==> src/rtl/ps2_kb_rx_fifo_if.sv <==
// rtl/ps2_kb_rx_fifo_if.sv - key event stream between the PS/2 receiver and its consumer
interface ps2_kb_rx_fifo_if;
  logic [7:0] Key_Code;
  logic       Key_Release;
  logic       Key_Extended;
  logic       Key_Valid;
  logic       Key_Ready;

  modport master (output Key_Code, Key_Release, Key_Extended, Key_Valid, input Key_Ready);
  modport slave  (input Key_Code, Key_Release, Key_Extended, Key_Valid, output Key_Ready);
endinterface

==> src/rtl/ps2_kb_rx_fifo.sv <==
// rtl/ps2_kb_rx_fifo.sv - PS/2 keyboard receiver: filtered sampling, frame check,
// make/break/extended decode and a show-ahead event FIFO.
module ps2_kb_rx_fifo #(
  parameter int FILTER_LEN     = 8,
  parameter int TIMEOUT_CYCLES = 50000,
  parameter int FIFO_DEPTH     = 8
) (
  input  logic                        Clk,
  input  logic                        Reset,
  input  logic                        KB_Clk,
  input  logic                        KB_Data,
  ps2_kb_rx_fifo_if.master            kb,
  output logic [$clog2(FIFO_DEPTH):0] Fifo_Count,
  output logic                        Parity_Err,
  output logic                        Frame_Err,
  output logic                        Overflow
);
  localparam int AW = $clog2(FIFO_DEPTH);
  localparam int CW = AW + 1;
  localparam int WW = $clog2(TIMEOUT_CYCLES + 1);
  localparam logic [1:0] IDLE  = 2'd0;
  localparam logic [1:0] RECV  = 2'd1;
  localparam logic [1:0] CHECK = 2'd2;

  logic [1:0]    clk_sync_q, clk_sync_d, dat_sync_q, dat_sync_d;
  logic          filt_q, filt_d;
  logic [7:0]    fcnt_q, fcnt_d;
  logic          fall;
  logic [1:0]    state_q, state_d;
  logic [3:0]    bit_cnt_q, bit_cnt_d;
  logic [10:0]   frame_q, frame_d;
  logic [WW-1:0] wd_q, wd_d;
  logic          perr_q, perr_d, ferr_q, ferr_d;
  logic          byte_vld_q, byte_vld_d;
  logic [7:0]    byte_q, byte_d;
  logic          rel_p_q, rel_p_d, ext_p_q, ext_p_d;
  logic          emit;
  logic [9:0]    mem_q [FIFO_DEPTH];
  logic [9:0]    mem_d [FIFO_DEPTH];
  logic [AW-1:0] wr_ptr_q, wr_ptr_d, rd_ptr_q, rd_ptr_d;
  logic [CW-1:0] cnt_q, cnt_d;
  logic          ovf_q, ovf_d;
  logic          empty, full, push, pop;
  logic [9:0]    head;

  // The filtered level only moves after FILTER_LEN consecutive disagreeing samples.
  always_comb begin
    clk_sync_d = {clk_sync_q[0], KB_Clk};
    dat_sync_d = {dat_sync_q[0], KB_Data};
    filt_d     = filt_q;
    fcnt_d     = '0;
    if (clk_sync_q[1] != filt_q) begin
      if (fcnt_q == 8'(FILTER_LEN - 1)) filt_d = ~filt_q;
      else fcnt_d = fcnt_q + 8'd1;
    end
  end

  assign fall = filt_q & ~filt_d;

  always_comb begin
    state_d    = state_q;
    bit_cnt_d  = bit_cnt_q;
    frame_d    = frame_q;
    wd_d       = '0;
    perr_d     = 1'b0;
    ferr_d     = 1'b0;
    byte_vld_d = 1'b0;
    byte_d     = frame_q[8:1];
    case (state_q)
      IDLE: if (fall) begin
        frame_d[0] = dat_sync_q[1];
        bit_cnt_d  = 4'd1;
        state_d    = RECV;
      end
      RECV: begin
        if (fall) begin
          frame_d[bit_cnt_q] = dat_sync_q[1];
          bit_cnt_d          = bit_cnt_q + 4'd1;
          if (bit_cnt_q == 4'd10) state_d = CHECK;
        end else if (wd_q == WW'(TIMEOUT_CYCLES - 1)) begin
          ferr_d  = 1'b1;
          state_d = IDLE;
        end else begin
          wd_d = wd_q + WW'(1);
        end
      end
      CHECK: begin
        state_d = IDLE;
        if (frame_q[0] || !frame_q[10]) ferr_d = 1'b1;
        else if (!(^frame_q[9:1]))      perr_d = 1'b1;
        else                            byte_vld_d = 1'b1;
      end
      default: state_d = IDLE;
    endcase
  end

  always_comb begin
    rel_p_d = rel_p_q;
    ext_p_d = ext_p_q;
    emit    = 1'b0;
    if (perr_q || ferr_q) begin
      rel_p_d = 1'b0;
      ext_p_d = 1'b0;
    end else if (byte_vld_q) begin
      if (byte_q == 8'hF0)      rel_p_d = 1'b1;
      else if (byte_q == 8'hE0) ext_p_d = 1'b1;
      else begin
        emit    = 1'b1;
        rel_p_d = 1'b0;
        ext_p_d = 1'b0;
      end
    end
  end

  assign empty = (cnt_q == '0);
  assign full  = (cnt_q == CW'(FIFO_DEPTH));
  assign pop   = !empty && kb.Key_Ready;
  // A pop in the same cycle frees the slot, so a full FIFO still accepts the event.
  assign push  = emit && (!full || pop);

  always_comb begin
    mem_d    = mem_q;
    wr_ptr_d = wr_ptr_q;
    rd_ptr_d = rd_ptr_q;
    ovf_d    = ovf_q;
    if (push) begin
      mem_d[wr_ptr_q] = {ext_p_q, rel_p_q, byte_q};
      wr_ptr_d        = wr_ptr_q + AW'(1);
    end
    if (pop) rd_ptr_d = rd_ptr_q + AW'(1);
    if (emit && !push) ovf_d = 1'b1;
    cnt_d = cnt_q + CW'(push) - CW'(pop);
  end

  always_ff @(posedge Clk) begin
    if (Reset) begin
      clk_sync_q <= 2'b11;
      dat_sync_q <= 2'b11;
      filt_q     <= 1'b1;
      fcnt_q     <= '0;
      state_q    <= IDLE;
      bit_cnt_q  <= '0;
      frame_q    <= '0;
      wd_q       <= '0;
      perr_q     <= 1'b0;
      ferr_q     <= 1'b0;
      byte_vld_q <= 1'b0;
      byte_q     <= '0;
      rel_p_q    <= 1'b0;
      ext_p_q    <= 1'b0;
      wr_ptr_q   <= '0;
      rd_ptr_q   <= '0;
      cnt_q      <= '0;
      ovf_q      <= 1'b0;
    end else begin
      clk_sync_q <= clk_sync_d;
      dat_sync_q <= dat_sync_d;
      filt_q     <= filt_d;
      fcnt_q     <= fcnt_d;
      state_q    <= state_d;
      bit_cnt_q  <= bit_cnt_d;
      frame_q    <= frame_d;
      wd_q       <= wd_d;
      perr_q     <= perr_d;
      ferr_q     <= ferr_d;
      byte_vld_q <= byte_vld_d;
      byte_q     <= byte_d;
      rel_p_q    <= rel_p_d;
      ext_p_q    <= ext_p_d;
      wr_ptr_q   <= wr_ptr_d;
      rd_ptr_q   <= rd_ptr_d;
      cnt_q      <= cnt_d;
      ovf_q      <= ovf_d;
    end
  end

  always_ff @(posedge Clk) mem_q <= mem_d;

  assign head            = mem_q[rd_ptr_q];
  assign kb.Key_Code     = empty ? 8'h00 : head[7:0];
  assign kb.Key_Release  = !empty && head[8];
  assign kb.Key_Extended = !empty && head[9];
  assign kb.Key_Valid    = !empty;
  assign Fifo_Count      = cnt_q;
  assign Parity_Err      = perr_q;
  assign Frame_Err       = ferr_q;
  assign Overflow        = ovf_q;
endmodule
==> src/flat_wrapper.sv <==
// flat-port wrapper written by rule: the top's interface ports become plain ports
module ps2_kb_rx_fifo_flat 
#(
  parameter int FILTER_LEN     = 8,
  parameter int TIMEOUT_CYCLES = 50000,
  parameter int FIFO_DEPTH     = 8
)
  (Clk, Reset, KB_Clk, KB_Data, Fifo_Count, Parity_Err, Frame_Err, Overflow, kb_Key_Code, kb_Key_Release, kb_Key_Extended, kb_Key_Valid, kb_Key_Ready);
  ps2_kb_rx_fifo_if kb_i ();
  input  logic Clk;
  input  logic Reset;
  input  logic KB_Clk;
  input  logic KB_Data;
  output logic [$clog2(FIFO_DEPTH):0] Fifo_Count;
  output logic Parity_Err;
  output logic Frame_Err;
  output logic Overflow;
  output wire logic [$bits(kb_i.Key_Code)-1:0] kb_Key_Code;
  output wire logic [$bits(kb_i.Key_Release)-1:0] kb_Key_Release;
  output wire logic [$bits(kb_i.Key_Extended)-1:0] kb_Key_Extended;
  output wire logic [$bits(kb_i.Key_Valid)-1:0] kb_Key_Valid;
  input wire logic [$bits(kb_i.Key_Ready)-1:0] kb_Key_Ready;
  assign kb_Key_Code = kb_i.Key_Code;
  assign kb_Key_Release = kb_i.Key_Release;
  assign kb_Key_Extended = kb_i.Key_Extended;
  assign kb_Key_Valid = kb_i.Key_Valid;
  assign kb_i.Key_Ready = kb_Key_Ready;
  ps2_kb_rx_fifo #(.FILTER_LEN(FILTER_LEN), .TIMEOUT_CYCLES(TIMEOUT_CYCLES), .FIFO_DEPTH(FIFO_DEPTH)) u_core (.Clk(Clk), .Reset(Reset), .KB_Clk(KB_Clk), .KB_Data(KB_Data), .kb(kb_i), .Fifo_Count(Fifo_Count), .Parity_Err(Parity_Err), .Frame_Err(Frame_Err), .Overflow(Overflow));
endmodule
==> config.mk <==
export PLATFORM = sky130hd
export DESIGN_NAME = ps2_kb_rx_fifo_flat
export DESIGN_NICKNAME = d
export VERILOG_FILES = /design/src/rtl/ps2_kb_rx_fifo_if.sv /design/src/rtl/ps2_kb_rx_fifo.sv /design/src/flat_wrapper.sv
export SDC_FILE = /design/constraint.sdc
export NUM_CORES = 1
export LEC_CHECK = 0
export ABC_CLOCK_PERIOD_IN_PS = 5000
export CAP_MARGIN = 20
export CORE_MARGIN = 2
export CORE_UTILIZATION = 55
export DETAILED_ROUTE_END_ITERATION = 12
export GPL_ROUTABILITY_DRIVEN = 0
export PLACE_DENSITY_LB_ADDON = 0.25
export SYNTH_ARGS = -nofsm -noshare
export SYNTH_HDL_FRONTEND = slang
export SYNTH_SLANG_ARGS = --single-unit
==> constraint.sdc <==
create_clock -name Clk -period 5 [get_ports Clk]
set_clock_uncertainty 0.05 [all_clocks]
set_input_delay 0.75 -clock Clk [delete_from_list [all_inputs] [get_ports Clk]]
set_output_delay 0.75 -clock Clk [all_outputs]
set_load 0.1 [all_outputs]
==> reports/qor.yml <==
placement:
  dp_hpwl_um: 7394
  placed_cells: 624
  portBuffers: 22
global_route:
  top_usage_layer: "met2"
  grt_max_degree: 27
  grt_usage_pct: 20.87
  grt_pass1_vias: 3639
  gr-total-overflow: 0
  grt_pass1_wl_um: 18550
  grt_use_met2_pct: 36.28
  use_met1_pct: 25.25
  use_met3_pct: 4.762
  antenna_found_initial: 0
cts:
  clockRootBuffer: "clkbuf_16"
  cts_hold_buf: 0
  numClockSinks: 150
  clk_latency_ns: 0.41
  cts_resized: 0
  cts_buffer_depth: 2
  cts_inserted_buffers: 17
  path_clk_slew_ns: 0.06
  cts_setup_buffers: 0
  cts_tree: "yes"
  htreeDepth: 4
power:
  powerDensity_mw_per_mm2: 520.5
  p_leak_nw: 2.250
  peakVddDrop_uv: 496.9
worst_setup_path:
  rrSetupSlack_ns: 2.16
  crit_buf_inv: 1
  slowest_stage: "clkdlybuf4s50_1"
  worstReg2RegEnd: "u_core.Fifo_Count[2]"
  reg2reg_from: "u_core.Fifo_Count[2]"
  crit_path_max_fanout: 22
  end_kind: "output port"
  crit_path_cell_trace: "mux4_2, mux2i_1, nor2_1, clkdlybuf4s50_1"
  worstPathRequired_ns: 4.20
  arrival_ns: 3.17
  slowest_delay_ns: 1.16
  worstSetupPathType: "reg2out"
  start_kind: "register"
  ff2ff_path_depth: 12
  critical_path.top_delay_family: "buffers and inverters"
layout:
  synthToLayoutAreaGrowth_pct: 15.07
  layout_commonest_cell: "edfxtp_1"
  final_nets: 526
  final_cell_mix: "80 x edfxtp_1, 70 x dfxtp_1, 50 x nor2_1"
  stdcell_count: 656
  n_antenna_cell: 0
  drive_gt1_share_pct: 14.53
sta:
  period_share_pct: 79.50
  finalMaxSlewViolations: 0
  period_minus_slack_ns: 3.975
  finalSetupViolations: 0
  worst_pin_slew_ns: 1.115
  max_freq_ghz: 0.2516
  whs_ns: 0.3571
  relSlewSlack_pct: 25.39
  fin_setup_tns_ns: 0
  hold_viol_final: 0
  rsz0062_at_grt: "no"
routing:
  drt_pre_antenna_iters: 4
  drt_wl_total_um: 11340
  drt-initial-drc-count: 189
  final_antenna_net_count: 0
  via_per_inst: 5.601
  dr_total_vias: 3674
  wl_per_cell_um: 17.28
  drc: 0
synthesis:
  synth_edf_count: 80
  synth.distinct_cells: 55
  synth_top_flop_cell: "edfxtp_1"
  yosysTopAreaCellShare_pct: 38.68
  mappedNetlistArea_sq_mm: 0.006211
  synthArstFlopShare_pct: 0
  yosysSeqAreaShare_pct: 61.24
  synth_top_area_cell: "edfxtp_1"
  ys_ff_latch: 150
  syn_nets: 495
  synth_warnings: 0
  synth_area_leaders: "edfxtp_1 39%, dfxtp_1 23%, mux4_2 7.3%"
  synthCells: 472
  synth_area_per_cell_sq_um: 13.16
min_path:
  holdPathEnd: "u_core.clk_sync_q[1]"
  hp-class: "reg2reg"
  min_path_cells: 1
  hold_start: "u_core.clk_sync_q[0]"
status:
  status: "finished clean"
floorplan:
  die_h_um: 110.3
  core_area_sq_mm: 0.01094
  rows: 38
  ios: 23
  fp.dieArea_sq_mm: 0.01216
  initial_core_util_pct: 56.80
  die_w_um: 110.3
job:
  maxCapViolCount: 0
==> flip-flops by register name, summed over array words and instances, names as in the netlist <==
signal and cells:
u_core.Fifo_Count 4, u_core.Frame_Err 1, u_core.Overflow 1, u_core.Parity_Err 1, u_core.bit_cnt_q 4, u_core.byte_q 8, u_core.byte_vld_q 1, u_core.clk_sync_q 2
u_core.dat_sync_q 2, u_core.ext_p_q 1, u_core.fcnt_q 8, u_core.filt_q 1, u_core.frame_q 11, u_core.mem_q 80, u_core.rd_ptr_q 3, u_core.rel_p_q 1
u_core.state_q 2, u_core.wd_q 16, u_core.wr_ptr_q 3
==> synth_stat cells (2+ instances only) <==
library cell,number
nor2_1,50
and4_1,5
nand4_1,7
nand2b_1,4
clkbuf_2,2
mux4_2,20
xnor2_1,12
mux2i_1,11
and2_1,2
o21ai_0,8
xor2_1,18
a31oi_1,2
or3_1,4
clkbuf_1,12
mux2_2,9
ha_1,17
edfxtp_1,80
a21oi_1,12
and3_1,3
nand3_1,22
nand2_1,15
inv_1,21
nand3b_1,4
or2_2,4
o41ai_1,2
buf_1,3
nor4_1,5
dfxtp_1,70
nand4b_1,3
nor2b_1,14
nor3b_1,3
nor3_1,5
==> worst max path at each step <==
stage                endpoint            startpoint  slack [ns]  cells after the start
2_1_floorplan  kb_Key_Code[0]  u_core.Fifo_Count[2]        1.22                      5
3_3_place_gp   kb_Key_Code[3]    u_core.rd_ptr_q[1]        1.50                      4
3_5_place_dp   kb_Key_Code[1]    u_core.rd_ptr_q[1]        1.40                      4
4_1_cts        kb_Key_Code[3]    u_core.rd_ptr_q[1]        0.95                      4
5_1_grt        kb_Key_Code[3]    u_core.rd_ptr_q[1]        0.86                      4
6_report       kb_Key_Code[3]    u_core.rd_ptr_q[1]        1.03                      4
==> per-layer routing <==
| layer | up-vias | wire (um) | part of all wire (%) |
|---|---|---|---|
| li1 | 1795 | - | - |
| met1 | 1808 | 5050 | 45 |
| met2 | 63 | 5843 | 52 |
| met3 | 8 | 342 | 3.0 |
| met4 | 0 | 101 | 0.89 |
| met5 | - | 0 | 0 |
==> area by class of cell <==
cell class,instances,area (sq um)
clock buffers,19,432.9
inverters,21,78.83
flip-flops and latches,150,3804
fillers,821,3789
clock inverters,13,106.4
repair buffers,30,280.3
multi-input cells,283,2270
well taps,140,175.2
==> cell families after synthesis <==
family / count (synthesis) / synth area share, %
AO/OA/AOI/OAI: 37 / 3.909
XOR/XNOR: 31 / 4.593
adder cells (fa/ha/maj): 18 / 3.747
buffers and inverters: 39 / 2.417
flip-flops: 150 / 61.24
multiplexers: 40 / 10.66
AND/OR/NAND/NOR: 157 / 13.44
==> metrics by stage <==
stage / setup slack, ns / power [mW] / instance area (sq um) / utilization [%]
2_1_floorplan: 1.219 / 2.345 / 6211 / -
3_3_place_gp: 1.501 / 2.579 / 6608 / 60.42
3_5_place_dp: 1.397 / 2.604 / 6608 / 60.42
4_1_cts: 0.9513 / 3.751 / 7147 / 65.35
5_1_grt: 0.8641 / 3.861 / 7147 / 65.35
6_report: 1.025 / 3.720 / 7147 / 65.35
==> where the power goes <==
group	switching [mW]	total (mW)	internal [mW]	leakage [nW]
logic	0.908	1.23	0.319	0.825
registers	0.0369	1.34	1.31	1.17
clock network	0.470	1.15	0.679	0.251
total	1.41	3.72	2.31	2.25
==> worst reg2reg max path, delay by kind of cell (launching register included) <==
| family | cells | cell delay, ns |
|---|---|---|
| adder cells (fa/ha/maj) | 4 | 1.01 |
| AND/OR/NAND/NOR | 3 | 0.81 |
| buffers and inverters | 4 | 0.37 |
| flip-flops | 1 | 0.31 |
| XOR/XNOR | 1 | 0.17 |
Power figures use the tool's default switching activity.
